--- src/rtl/lpif_tx_arbiter_pkg.sv ---
// Shared types and helpers for the LPIF transmit arbiter and its output register.
package lpif_tx_arbiter_pkg;

    localparam int DLLP_BYTES    = 6;
    localparam int MAX_BUS_BYTES = 64;

    typedef enum logic [0:0] {
        ARB_IDLE      = 1'b0,
        ARB_TLP_BURST = 1'b1
    } lpif_arb_state_t;

    typedef struct packed {
        logic tlpstart;
        logic tlpend;
        logic dlpstart;
        logic dlpend;
    } lpif_frame_t;

    // Low-byte mask for a beat carrying nbytes; 0 or oversize means a full beat.
    function automatic logic [MAX_BUS_BYTES-1:0] lpif_byte_mask(input logic [7:0] nbytes,
                                                                input int         bus_bytes);
        logic [MAX_BUS_BYTES-1:0] m;
        int                       n;
        n = int'(nbytes);
        if (n == 0 || n > bus_bytes) n = bus_bytes;
        for (int i = 0; i < MAX_BUS_BYTES; i++) m[i] = (i < n);
        return m;
    endfunction

endpackage

--- src/rtl/lpif_tx_out_reg.sv ---
// One-stage LPIF beat holding register: loads when empty or draining, holds under
// back-pressure, and zeroes data bytes outside the byte-valid mask.
module lpif_tx_out_reg
    import lpif_tx_arbiter_pkg::*;
#(
    parameter int BYTES = 8
) (
    input  logic               clk,
    input  logic               rst,
    input  logic               ld,
    input  logic [BYTES*8-1:0] ld_data,
    input  logic [BYTES-1:0]   ld_mask,
    input  lpif_frame_t        ld_frame,
    input  logic               trdy,
    output logic               can_load,
    output logic               irdy,
    output logic [BYTES*8-1:0] data,
    output logic [BYTES-1:0]   valid,
    output lpif_frame_t        frame
);

    logic [BYTES*8-1:0] data_m;

    always_comb begin
        data_m = '0;
        for (int b = 0; b < BYTES; b++) data_m[b*8 +: 8] = ld_data[b*8 +: 8] & {8{ld_mask[b]}};
    end

    assign can_load = !irdy || trdy;

    always_ff @(posedge clk or posedge rst) begin
        if (rst) begin
            irdy  <= 1'b0;
            data  <= '0;
            valid <= '0;
            frame <= '0;
        end else if (can_load) begin
            // An empty slot reads back as all-zero so stale framing never lingers.
            irdy  <= ld;
            data  <= ld ? data_m   : '0;
            valid <= ld ? ld_mask  : '0;
            frame <= ld ? ld_frame : '0;
        end
    end

endmodule

--- src/rtl/lpif_tx_arbiter.sv ---
// Packet-boundary arbiter between a DLLP source and a TLP source onto one LPIF
// transmit beat stream; DLLPs win unless they have starved a pending TLP too long.
module lpif_tx_arbiter
    import lpif_tx_arbiter_pkg::*;
#(
    parameter int BUS_BYTES       = 8,
    parameter int MAX_DLLP_STREAK = 4
) (
    input  logic                           lclk,
    input  logic                           reset,
    input  logic                           arb_enable,
    input  logic                           dllp_valid,
    input  logic [47:0]                    dllp_data,
    output logic                           dllp_ready,
    input  logic                           tlp_valid,
    input  logic [BUS_BYTES*8-1:0]         tlp_data,
    input  logic                           tlp_sop,
    input  logic                           tlp_eop,
    input  logic [$clog2(BUS_BYTES):0]     tlp_nbytes,
    output logic                           tlp_ready,
    output logic                           lp_irdy,
    output logic [BUS_BYTES*8-1:0]         lp_data,
    output logic [BUS_BYTES-1:0]           lp_valid,
    output logic                           lp_tlpstart,
    output logic                           lp_tlpend,
    output logic                           lp_dlpstart,
    output logic                           lp_dlpend,
    input  logic                           pl_trdy,
    output logic                           err_sop,
    output logic [15:0]                    dllp_cnt,
    output logic [15:0]                    tlp_cnt
);

    if (BUS_BYTES != 8 && BUS_BYTES != 16 && BUS_BYTES != 32 && BUS_BYTES != 64) begin : g_bad_bus
        $error("lpif_tx_arbiter: BUS_BYTES must be 8, 16, 32 or 64");
    end
    if (MAX_DLLP_STREAK < 1 || MAX_DLLP_STREAK > 15) begin : g_bad_streak
        $error("lpif_tx_arbiter: MAX_DLLP_STREAK must be 1..15");
    end

    localparam logic [3:0] STREAK_MAX = 4'(MAX_DLLP_STREAK);
    localparam logic [BUS_BYTES-1:0] DLLP_MASK =
        BUS_BYTES'({DLLP_BYTES{1'b1}});

    lpif_arb_state_t        state;
    logic [3:0]             streak;
    logic                   can_load;
    logic                   grant_d, grant_t, in_idle, drop, ld;
    logic [BUS_BYTES*8-1:0] ld_data;
    logic [BUS_BYTES-1:0]   ld_mask, tlp_mask;
    lpif_frame_t            ld_frame, lp_frame;

    assign in_idle  = (state == ARB_IDLE);
    assign tlp_mask = BUS_BYTES'(lpif_byte_mask(8'(tlp_nbytes), BUS_BYTES));

    // Readies come only from state, slot availability, enable and the valids.
    always_comb begin
        grant_d    = 1'b0;
        grant_t    = 1'b0;
        dllp_ready = 1'b0;
        tlp_ready  = 1'b0;
        if (!reset) begin
            if (!in_idle) begin
                tlp_ready = can_load;
                grant_t   = can_load && tlp_valid;
            end else if (can_load && arb_enable) begin
                if (dllp_valid && (!tlp_valid || streak < STREAK_MAX)) begin
                    dllp_ready = 1'b1;
                    grant_d    = 1'b1;
                end else if (tlp_valid) begin
                    tlp_ready = 1'b1;
                    grant_t   = 1'b1;
                end
            end
        end
    end

    // A headless TLP beat offered between packets is swallowed, not forwarded.
    assign drop = grant_t && in_idle && !tlp_sop;
    assign ld   = grant_d || (grant_t && !drop);

    always_comb begin
        ld_frame          = '0;
        ld_frame.dlpstart = grant_d;
        ld_frame.dlpend   = grant_d;
        ld_frame.tlpstart = grant_t && in_idle && tlp_sop;
        ld_frame.tlpend   = grant_t && tlp_eop;
        ld_data           = grant_d ? {{(BUS_BYTES-DLLP_BYTES)*8{1'b0}}, dllp_data} : tlp_data;
        ld_mask           = grant_d ? DLLP_MASK : tlp_mask;
    end

    always_ff @(posedge lclk or posedge reset) begin
        if (reset) begin
            state   <= ARB_IDLE;
            streak  <= '0;
            err_sop <= 1'b0;
        end else begin
            err_sop <= drop;
            if (grant_d)                 streak <= tlp_valid ? streak + 4'd1 : 4'd0;
            else if (grant_t && in_idle) streak <= '0;
            if (grant_t) begin
                if (in_idle && tlp_sop && !tlp_eop) state <= ARB_TLP_BURST;
                else if (!in_idle && tlp_eop)       state <= ARB_IDLE;
            end
        end
    end

    always_ff @(posedge lclk or posedge reset) begin
        if (reset) begin
            dllp_cnt <= '0;
            tlp_cnt  <= '0;
        end else if (lp_irdy && pl_trdy) begin
            if (lp_dlpend) dllp_cnt <= dllp_cnt + 16'd1;
            if (lp_tlpend) tlp_cnt  <= tlp_cnt + 16'd1;
        end
    end

    lpif_tx_out_reg #(.BYTES(BUS_BYTES)) u_out_reg (
        .clk      (lclk),
        .rst      (reset),
        .ld       (ld),
        .ld_data  (ld_data),
        .ld_mask  (ld_mask),
        .ld_frame (ld_frame),
        .trdy     (pl_trdy),
        .can_load (can_load),
        .irdy     (lp_irdy),
        .data     (lp_data),
        .valid    (lp_valid),
        .frame    (lp_frame)
    );

    assign lp_tlpstart = lp_frame.tlpstart;
    assign lp_tlpend   = lp_frame.tlpend;
    assign lp_dlpstart = lp_frame.dlpstart;
    assign lp_dlpend   = lp_frame.dlpend;

endmodule
--- config.mk ---
export PLATFORM = sky130hd
export DESIGN_NAME = lpif_tx_arbiter
export DESIGN_NICKNAME = d
export VERILOG_FILES = /design/src/rtl/lpif_tx_arbiter_pkg.sv /design/src/rtl/lpif_tx_out_reg.sv /design/src/rtl/lpif_tx_arbiter.sv
export SDC_FILE = /design/constraint.sdc
export NUM_CORES = 1
export LEC_CHECK = 0
export BUFFER_PORTS_ARGS = -buffer_cell sky130_fd_sc_hd__clkbuf_2
export CAP_MARGIN = 5
export CORE_UTILIZATION = 47
export CTS_CLUSTER_DIAMETER = 30
export DETAILED_ROUTE_END_ITERATION = 6
export PLACE_DENSITY = 0.86
export RECOVER_POWER = 50
export SYNTH_ARGS = -nofsm -noshare
export SYNTH_HDL_FRONTEND = slang
export SYNTH_SLANG_ARGS = --single-unit
--- constraint.sdc ---
create_clock -name lclk -period 4.5 [get_ports lclk]
set_clock_uncertainty 0.15 [all_clocks]
set_input_delay 0.9 -clock lclk [delete_from_list [all_inputs] [get_ports lclk]]
set_output_delay 0.9 -clock lclk [all_outputs]
set_load 0.01 [all_outputs]
==> report_table.html, run 1 <==
<table>
<tr><th>Metric</th><th>Value</th></tr>
<tr><th colspan="2">Synth</th></tr>
<tr><td>Yosys warning count</td><td>0</td></tr>
<tr><td>Distinct cell type count of the synthesized netlist</td><td>43</td></tr>
<tr><td>Most used DFF post-synth</td><td>sky130_fd_sc_hd__dfrtp_1</td></tr>
<tr><td>Cell area after technology mapping</td><td>5120 µm²</td></tr>
<tr><td>Average cell area after synthesis</td><td>between 10 and 15 µm²</td></tr>
<tr><td>Register bit count reported by yosys</td><td>114</td></tr>
<tr><td>Instance count of the mapped netlist</td><td>~460</td></tr>
<tr><td>Count of flip-flops with a built-in enable after synthesis</td><td>0</td></tr>
<tr><td>Proportion of synthesized chip area in sequential cells</td><td>0.5572</td></tr>
<tr><td>Share of synthesized registers carrying an async set or reset</td><td>1.000</td></tr>
<tr><td>Number of nets in the synthesized netlist</td><td>between 500 and 600</td></tr>
<tr><th colspan="2">Die</th></tr>
<tr><td>Initial standard-cell utilization of the core</td><td>0.4894</td></tr>
<tr><td>Placeable core area</td><td>between 10000 and 15000 µm²</td></tr>
<tr><td>Die Span Y</td><td>around 110 µm</td></tr>
<tr><td>Boundary pin count</td><td>~240</td></tr>
<tr><td>Row cnt</td><td>37</td></tr>
<tr><td>Die outline area</td><td>around 11000 µm²</td></tr>
<tr><td>Width of the die</td><td>106.4 µm</td></tr>
<tr><th colspan="2">Worst setup path</th></tr>
<tr><td>Largest driver fanout on the critical path</td><td>55</td></tr>
<tr><td>Critical Path AT</td><td>roughly 2400 ps</td></tr>
<tr><td>Critical path's slowest cell</td><td>sky130_fd_sc_hd__and2_2</td></tr>
<tr><td>Data required time at the worst endpoint</td><td>between 3000 and 4000 ps</td></tr>
<tr><td>Crit. End Element</td><td>output port</td></tr>
<tr><td>Cell family with the largest share of critical-path delay</td><td>simple AND/OR/NAND/NOR gates</td></tr>
<tr><td>Setup Crit Path Kind</td><td>in -&gt; out</td></tr>
<tr><td>CP Launch Type</td><td>primary input</td></tr>
<tr><td>Peak per-stage delay on the critical path</td><td>about 850 ps</td></tr>
<tr><td>Most common cell type on the critical path</td><td>sky130_fd_sc_hd__clkbuf_2</td></tr>
<tr><td>R2r setup slk</td><td>1720 ps</td></tr>
<tr><td>Crit path cell chain</td><td>clkbuf_2 -&gt; o21ai_1 -&gt; and2_2 -&gt; and2_1 -&gt; clkbuf_2</td></tr>
<tr><td>Buffers &amp; Inverters on Critical Path</td><td>2</td></tr>
<tr><th colspan="2">Drt</th></tr>
<tr><td>Detailed Route WL</td><td>~14 mm</td></tr>
<tr><td>DRC violations left</td><td>0</td></tr>
<tr><td>First-pass iteration count of the detailed router</td><td>5</td></tr>
<tr><td>Initial DRC count</td><td>between 400 and 500</td></tr>
<tr><td>Total via count in the routed design</td><td>~4700</td></tr>
<tr><td>ANT nets after route</td><td>0</td></tr>
<tr><td>Detailed-route vias per instance</td><td>approximately 5.7</td></tr>
<tr><td>Per-cell routed wire length</td><td>between 15 and 20 µm</td></tr>
<tr><th colspan="2">STA</th></tr>
<tr><td>Setup TNS</td><td>0 ps</td></tr>
<tr><td>Max-slew headroom</td><td>-0.9372</td></tr>
<tr><td>Count of final hold-check violations</td><td>0</td></tr>
<tr><td>Final max-slew violation count</td><td>66</td></tr>
<tr><td>Final hold slack</td><td>roughly 330 ps</td></tr>
<tr><td>Post-route worst setup slack</td><td>approximately 1100 ps</td></tr>
<tr><td>Final period util</td><td>0.7633</td></tr>
<tr><td>Timing-limited maximum frequency</td><td>just under 300 MHz</td></tr>
<tr><td>Final setup viols</td><td>0</td></tr>
<tr><td>Least-Margin Pin Slew</td><td>~2900 ps</td></tr>
<tr><td>Shortest period the worst path allows</td><td>3435 ps</td></tr>
<tr><td>Unrepaired setup endpoints after global routing</td><td>no</td></tr>
<tr><th colspan="2">Power</th></tr>
<tr><td>Worst vdd rail ir drop</td><td>0.0002701 V</td></tr>
<tr><td>Leak Pwr</td><td>around 3.6 nW</td></tr>
<tr><td>Power after layout</td><td>slightly below 3 mW</td></tr>
<tr><td>Total power divided by cell area</td><td>about 420 nW/µm²</td></tr>
<tr><th colspan="2">Clock network</th></tr>
<tr><td>Sinks on the clock net</td><td>~110</td></tr>
<tr><td>Clock Tree Root</td><td>sky130_fd_sc_hd__clkbuf_8</td></tr>
<tr><td>H-tree levels</td><td>4</td></tr>
<tr><td>Skew-Pair Late Insertion Delay</td><td>~500 ps</td></tr>
<tr><td>Number of resized instances in the post-cts repair step</td><td>0</td></tr>
<tr><td>Number of buffers on the longest clock path</td><td>2</td></tr>
<tr><td>Clock tree from TritonCTS</td><td>yes</td></tr>
<tr><td>Total of hold buffers inserted after clock tree synthesis</td><td>0</td></tr>
<tr><td>Post-CTS Repair Setup Buffers</td><td>0</td></tr>
<tr><td>Num CTS Buffers</td><td>17</td></tr>
<tr><td>Clock-pin slew on the worst setup and hold paths</td><td>50 ps</td></tr>
<tr><th colspan="2">Place</th></tr>
<tr><td>Worst slack at placement</td><td>between 1000 and 1500 ps</td></tr>
<tr><td>Final GP Congestion</td><td>approximately 0.81</td></tr>
<tr><td>Detailed placement HPWL</td><td>roughly 10 mm</td></tr>
<tr><td>Cell Area, Placed</td><td>between 6000 and 7000 µm²</td></tr>
<tr><td>Number of instances in the placed design</td><td>800</td></tr>
<tr><td>Count of port buffers added during placement</td><td>about 240</td></tr>
<tr><th colspan="2">Global route</th></tr>
<tr><td>Overflow left after global routing</td><td>0</td></tr>
<tr><td>Maximum number of pins on one net before global-route repair</td><td>79</td></tr>
<tr><td>Total global routing track utilization</td><td>0.2633</td></tr>
<tr><td>Vias in the first global route</td><td>about 4800</td></tr>
<tr><td>Antenna violations before repair</td><td>0</td></tr>
<tr><td>First-pass GRT wire length</td><td>roughly 23 mm</td></tr>
<tr><th colspan="2">Finish</th></tr>
<tr><td>Post-route cell area</td><td>a little under 7000 µm²</td></tr>
<tr><td>Ant diodes</td><td>0</td></tr>
<tr><td>Utilization of the core after routing</td><td>0.6654</td></tr>
<tr><td>Layout net count</td><td>810</td></tr>
<tr><td>Area added between synthesis and finish</td><td>35.97%</td></tr>
<tr><td>Fraction of final layout cells sized beyond drive strength 1</td><td>0.3597</td></tr>
<tr><td>Final instance count without filler cells</td><td>approximately 830</td></tr>
<tr><th colspan="2">Outcome</th></tr>
<tr><td>Run status</td><td>complete, but fails checks</td></tr>
<tr><td>Failing checks</td><td>capacitance limit, slew limit</td></tr>
<tr><th colspan="2">Run</th></tr>
<tr><td>Max-cap viol count</td><td>1</td></tr>
<tr><th colspan="2">Hold path</th></tr>
<tr><td>Type of the most critical hold path</td><td>reg -&gt; reg</td></tr>
</table>
final timing paths:
kind                                start                  to  depth (start not counted)
setup / recovery                tlp_valid          dllp_ready                          5
hold / removal               dllp_cnt[15]        dllp_cnt[15]                          1
max in group asynchronous           reset  u_out_reg.data[62]                          3
hold reg to reg              dllp_cnt[15]        dllp_cnt[15]                          1
setup reg to reg           u_out_reg.irdy   u_out_reg.data[5]                          5
min in group asynchronous           reset      u_out_reg.irdy                          2
kinds of logic (layout without fill, tap and decap cells):
group	count (synthesis)	after routing	synth area share
AO/OA/AOI/OAI	134	134	0.2131
adder cells (fa/ha/maj)	3	3	0.007332
buffers and inverters	77	316	0.06305
AND/OR/NAND/NOR	94	94	0.09995
XOR/XNOR	31	31	0.05303
flip-flops	114	114	0.5572
multiplexers	3	3	0.006354
cells in the final DEF, fill, tap and decap left out, types with 8 or more instances in the layout:
master | netlist | final
sky130_fd_sc_hd__a32o_1 | 11 | 11
sky130_fd_sc_hd__xnor2_1 | 24 | 24
sky130_fd_sc_hd__nand3_1 | 14 | 14
sky130_fd_sc_hd__and3_1 | 16 | 16
sky130_fd_sc_hd__inv_1 | 43 | 42
sky130_fd_sc_hd__nand2_1 | 23 | 23
sky130_fd_sc_hd__a32oi_1 | 41 | 40
sky130_fd_sc_hd__nor2_1 | 10 | 10
sky130_fd_sc_hd__clkbuf_1 | 17 | 33
sky130_fd_sc_hd__clkbuf_16 | 0 | 16
sky130_fd_sc_hd__a221o_1 | 8 | 8
sky130_fd_sc_hd__clkbuf_2 | 0 | 206
sky130_fd_sc_hd__dfrtp_1 | 114 | 114
sky130_fd_sc_hd__a22o_1 | 10 | 10
sky130_fd_sc_hd__o31ai_1 | 41 | 41
cell usage after synthesis (2+ instances only):
cell,instances,area share
sky130_fd_sc_hd__a221o_1,8,0.016
sky130_fd_sc_hd__nand3_1,14,0.014
sky130_fd_sc_hd__a32oi_1,41,0.070
sky130_fd_sc_hd__ha_1,3,0.0073
sky130_fd_sc_hd__dfrtp_1,114,0.56
sky130_fd_sc_hd__xnor2_1,24,0.041
sky130_fd_sc_hd__clkbuf_1,17,0.012
sky130_fd_sc_hd__nand2b_1,3,0.0037
sky130_fd_sc_hd__mux2_2,2,0.0044
sky130_fd_sc_hd__nor4_1,3,0.0037
sky130_fd_sc_hd__buf_1,2,0.0015
sky130_fd_sc_hd__nand2_1,23,0.017
sky130_fd_sc_hd__o21ai_1,7,0.0068
sky130_fd_sc_hd__nor3_1,7,0.0068
sky130_fd_sc_hd__a21o_1,2,0.0029
sky130_fd_sc_hd__nand4_1,7,0.0086
sky130_fd_sc_hd__buf_2,12,0.012
sky130_fd_sc_hd__xor2_1,7,0.012
sky130_fd_sc_hd__a32o_1,11,0.022
sky130_fd_sc_hd__o31ai_1,41,0.060
sky130_fd_sc_hd__buf_6,2,0.0044
sky130_fd_sc_hd__a21oi_1,3,0.0029
sky130_fd_sc_hd__a21boi_1,5,0.0073
sky130_fd_sc_hd__a22o_1,10,0.017
sky130_fd_sc_hd__inv_1,43,0.032
sky130_fd_sc_hd__and3_1,16,0.020
sky130_fd_sc_hd__nor2_1,10,0.0073
sky130_fd_sc_hd__a31oi_1,2,0.0024
sky130_fd_sc_hd__and2_1,3,0.0037
report_power, final:
group / internal (mW) / switching, mW
Combinational: 0.136 / 0.211
Clock: 0.956 / 0.455
Sequential: 1.09 / 0.0517
per-layer routing:
layer  vias to the layer above  routed length (µm)  track usage
met5                         -                   0            0
met3                        21                 824      0.06499
met4                         0                 222      0.09722
met2                       217                7473       0.4490
met1                      2306                5872       0.3220
li1                       2158                   -            -
worst register-to-register path, delay by kind of cell (launching register included):
family          cells  cell delay [ps]
compound gates      2              870
buf+inv             1              680
flops               1              460
simple gates        2              500
state kept, by name, indices dropped and copies added (netlist names):
| signal | count |
|---|---|
| u_out_reg.data | 64 |
| dllp_cnt | 16 |
| tlp_cnt | 16 |
| u_out_reg.valid | 8 |
| streak | 4 |
| u_out_reg.frame | 3 |
| err_sop | 1 |
| state | 1 |
| u_out_reg.irdy | 1 |
final cells by class:
cell class / instances / area (µm²)
Multi-Input combinational cell: 265 / 1966
Clock inverter: 8 / 148.9
Fill cell: 858 / 3501
Clock buffer: 23 / 476.7
Sequential cell: 114 / 2853
Tap cell: 136 / 170.2
Inverter: 43 / 162.7
Timing Repair Buffer: 242 / 1185
Note: power is estimated with default switching activity, not from simulation.
==> run 2: changes to the inputs <==
Clock period 4.5 ns to 3.35 ns, I/O delays scaled along.
==> run 2 against run 1 <==
Effect of this change:
- worst setup slack got worse by 470 ps
- register-to-register slack got worse by 870 ps
- global-route usage fell by 0.69 points
- routed wire length fell by 1.3%
- critical path type is now reg -> out
- critical path depth fell by 1
- the flow still finishes with violations (capacitance limit, slew limit)
- non-clock buffer count rose by 4
- combinational power rose by 34%
- largest cell class unchanged
==> report_table.html, run 2 (synthesized netlist as in run 1, its figures left out) <==
<table>
<tr><th>Metric</th><th>Value</th></tr>
<tr><th colspan="2">Worst setup path</th></tr>
<tr><td>Critical Path AT</td><td>1940 ps</td></tr>
<tr><td>R2r setup slk</td><td>850 ps</td></tr>
<tr><td>Data required time at the worst endpoint</td><td>~2500 ps</td></tr>
<tr><td>Setup Crit Path Kind</td><td>reg -&gt; out</td></tr>
<tr><td>Largest driver fanout on the critical path</td><td>31</td></tr>
<tr><td>CP Launch Type</td><td>register</td></tr>
<tr><td>Crit. End Element</td><td>output port</td></tr>
<tr><th colspan="2">Finish</th></tr>
<tr><td>Fraction of final layout cells sized beyond drive strength 1</td><td>0.3591</td></tr>
<tr><td>Area added between synthesis and finish</td><td>35.00%</td></tr>
<tr><td>Ant diodes</td><td>0</td></tr>
<tr><td>Fillcell total</td><td>approximately 830</td></tr>
<tr><td>Register area</td><td>approximately 2900 µm²</td></tr>
<tr><td>Most frequent standard cell in the layout excluding fill and tap cells</td><td>sky130_fd_sc_hd__clkbuf_2</td></tr>
<tr><td>Number of flip-flops under the largest register name</td><td>64</td></tr>
<tr><td>Layout net count</td><td>814</td></tr>
<tr><td>Most flops, register</td><td>u_out_reg.data</td></tr>
<tr><td>Most frequent cells in the layout</td><td>sky130_fd_sc_hd__clkbuf_2, sky130_fd_sc_hd__dfrtp_1, sky130_fd_sc_hd__inv_1</td></tr>
<tr><td>Largest registers</td><td>u_out_reg.data: 64 flops, dllp_cnt: 16 flops, tlp_cnt: 16 flops</td></tr>
<tr><td>Footprint of the multi-input gates</td><td>approximately 1900 µm²</td></tr>
<tr><td>Final instance count without filler cells</td><td>between 800 and 900</td></tr>
<tr><td>Post-route cell area</td><td>~6900 µm²</td></tr>
<tr><th colspan="2">Die</th></tr>
<tr><td>Die outline area</td><td>between 10000 and 15000 µm²</td></tr>
<tr><td>Width of the die</td><td>between 100 and 150 µm</td></tr>
<tr><td>Initial standard-cell utilization of the core</td><td>0.4894</td></tr>
<tr><td>Row cnt</td><td>37</td></tr>
<tr><td>Boundary pin count</td><td>approximately 240</td></tr>
<tr><td>Die Span Y</td><td>106.4 µm</td></tr>
<tr><td>Placeable core area</td><td>approximately 10000 µm²</td></tr>
<tr><th colspan="2">Clock network</th></tr>
<tr><td>H-tree levels</td><td>4</td></tr>
<tr><td>Number of resized instances in the post-cts repair step</td><td>0</td></tr>
<tr><td>Clock tree from TritonCTS</td><td>yes</td></tr>
<tr><td>Skew-Pair Late Insertion Delay</td><td>around 500 ps</td></tr>
<tr><td>Num CTS Buffers</td><td>17</td></tr>
<tr><td>Post-CTS Repair Setup Buffers</td><td>0</td></tr>
<tr><td>Clock-pin slew on the worst setup and hold paths</td><td>around 60 ps</td></tr>
<tr><td>Number of buffers on the longest clock path</td><td>2</td></tr>
<tr><td>Sinks on the clock net</td><td>~110</td></tr>
<tr><td>Clock Tree Root</td><td>sky130_fd_sc_hd__clkbuf_8</td></tr>
<tr><td>Total of hold buffers inserted after clock tree synthesis</td><td>0</td></tr>
<tr><th colspan="2">Global route</th></tr>
<tr><td>First-pass GRT wire length</td><td>between 20 and 25 mm</td></tr>
<tr><td>Total global routing track utilization</td><td>0.2565</td></tr>
<tr><td>Overflow left after global routing</td><td>0</td></tr>
<tr><td>Antenna violations before repair</td><td>0</td></tr>
<tr><td>Maximum number of pins on one net before global-route repair</td><td>53</td></tr>
<tr><td>Vias in the first global route</td><td>~4600</td></tr>
<tr><th colspan="2">Run</th></tr>
<tr><td>Max-cap viol count</td><td>2</td></tr>
<tr><th colspan="2">Power</th></tr>
<tr><td>Power after layout</td><td>between 3 and 4 mW</td></tr>
<tr><td>Worst vdd rail ir drop</td><td>about 0.00028 V</td></tr>
<tr><td>Total power divided by cell area</td><td>between 500 and 600 nW/µm²</td></tr>
<tr><td>Leak Pwr</td><td>between 3 and 4 nW</td></tr>
<tr><th colspan="2">Place</th></tr>
<tr><td>Detailed placement HPWL</td><td>roughly 10 mm</td></tr>
<tr><td>Final GP Congestion</td><td>0.8102</td></tr>
<tr><td>Cell Area, Placed</td><td>~6400 µm²</td></tr>
<tr><td>Worst slack at placement</td><td>just over 700 ps</td></tr>
<tr><td>Count of port buffers added during placement</td><td>between 200 and 250</td></tr>
<tr><td>Number of instances in the placed design</td><td>about 800</td></tr>
<tr><th colspan="2">Drt</th></tr>
<tr><td>Per-cell routed wire length</td><td>around 17 µm</td></tr>
<tr><td>First-pass iteration count of the detailed router</td><td>5</td></tr>
<tr><td>Total via count in the routed design</td><td>approximately 4700</td></tr>
<tr><td>Detailed Route WL</td><td>about 14 mm</td></tr>
<tr><td>ANT nets after route</td><td>0</td></tr>
<tr><td>Initial DRC count</td><td>438</td></tr>
<tr><td>Detailed-route vias per instance</td><td>5.663</td></tr>
<tr><td>DRC violations left</td><td>0</td></tr>
<tr><th colspan="2">Outcome</th></tr>
<tr><td>Run status</td><td>complete, but fails checks</td></tr>
<tr><td>Failing checks</td><td>capacitance limit, slew limit</td></tr>
<tr><th colspan="2">STA</th></tr>
<tr><td>Least-Margin Pin Slew</td><td>between 1500 and 2000 ps</td></tr>
<tr><td>Count of final hold-check violations</td><td>0</td></tr>
<tr><td>Max-slew headroom</td><td>-0.02324</td></tr>
<tr><td>Final setup viols</td><td>0</td></tr>
<tr><td>Timing-limited maximum frequency</td><td>between 300 and 400 MHz</td></tr>
<tr><td>Unrepaired setup endpoints after global routing</td><td>no</td></tr>
<tr><td>Shortest period the worst path allows</td><td>~2800 ps</td></tr>
<tr><td>Final period util</td><td>0.8235</td></tr>
<tr><td>Setup TNS</td><td>0 ps</td></tr>
<tr><td>Final max-slew violation count</td><td>46</td></tr>
<tr><td>Post-route worst setup slack</td><td>591.3 ps</td></tr>
<tr><th colspan="2">Hold path</th></tr>
<tr><td>Type of the most critical hold path</td><td>in -&gt; reg</td></tr>
</table>
[run 2: area by class of cell]
type / count / area share
Sequential cell: 114 / 0.4127
Multi-Input combinational cell: 265 / 0.2815
Timing Repair Buffer: 246 / 0.1752
Clock buffer: 22 / 0.06698
Tap cell: 136 / 0.02462
Inverter: 43 / 0.02353
Clock inverter: 9 / 0.01539
[run 2: where the power goes]
group          switching, mW  internal (mW)  total [mW]
Clock                  0.607           1.11        1.72
Sequential            0.0700           1.46        1.53
Combinational          0.279          0.186       0.465
[run 2: final timing paths]
path                               startpoint                 end  depth (start not counted)
max                                 streak[2]          dllp_ready                          4
min                                   tlp_eop               state                          2
max reg2reg                    u_out_reg.irdy  u_out_reg.data[21]                          4
min reg2reg                u_out_reg.valid[5]  u_out_reg.valid[5]                          2
max in group asynchronous               reset  u_out_reg.data[17]                          3
min in group asynchronous               reset         tlp_cnt[11]                          2
[run 2: metrics by stage]
| stage | hold WS [ps] | utilization |
|---|---|---|
| 2_1_floorplan | 322.9 | - |
| 3_3_place_gp | 312.9 | 0.6141 |
| 3_5_place_dp | 324.9 | 0.6141 |
| 4_1_cts | 142.2 | 0.6685 |
| 5_1_grt | 187.5 | 0.6606 |
| 6_report | 202.8 | 0.6606 |
[run 2: layer usage]
metal / vias to the layer above / global-route usage / routed length [µm]
met5: - / 0 / 0
met4: 0 / 0.09623 / 238
met3: 26 / 0.06867 / 959
met2: 220 / 0.4462 / 7373
met1: 2315 / 0.3016 / 5637
li1: 2168 / - / -
[run 2: worst max-delay path: stages (launching register included)]
cell                       delay (ps)
sky130_fd_sc_hd__dfrtp_1          400
sky130_fd_sc_hd__o21ai_1          120
sky130_fd_sc_hd__and2_2           520
sky130_fd_sc_hd__and2_1           250
sky130_fd_sc_hd__clkbuf_2         150
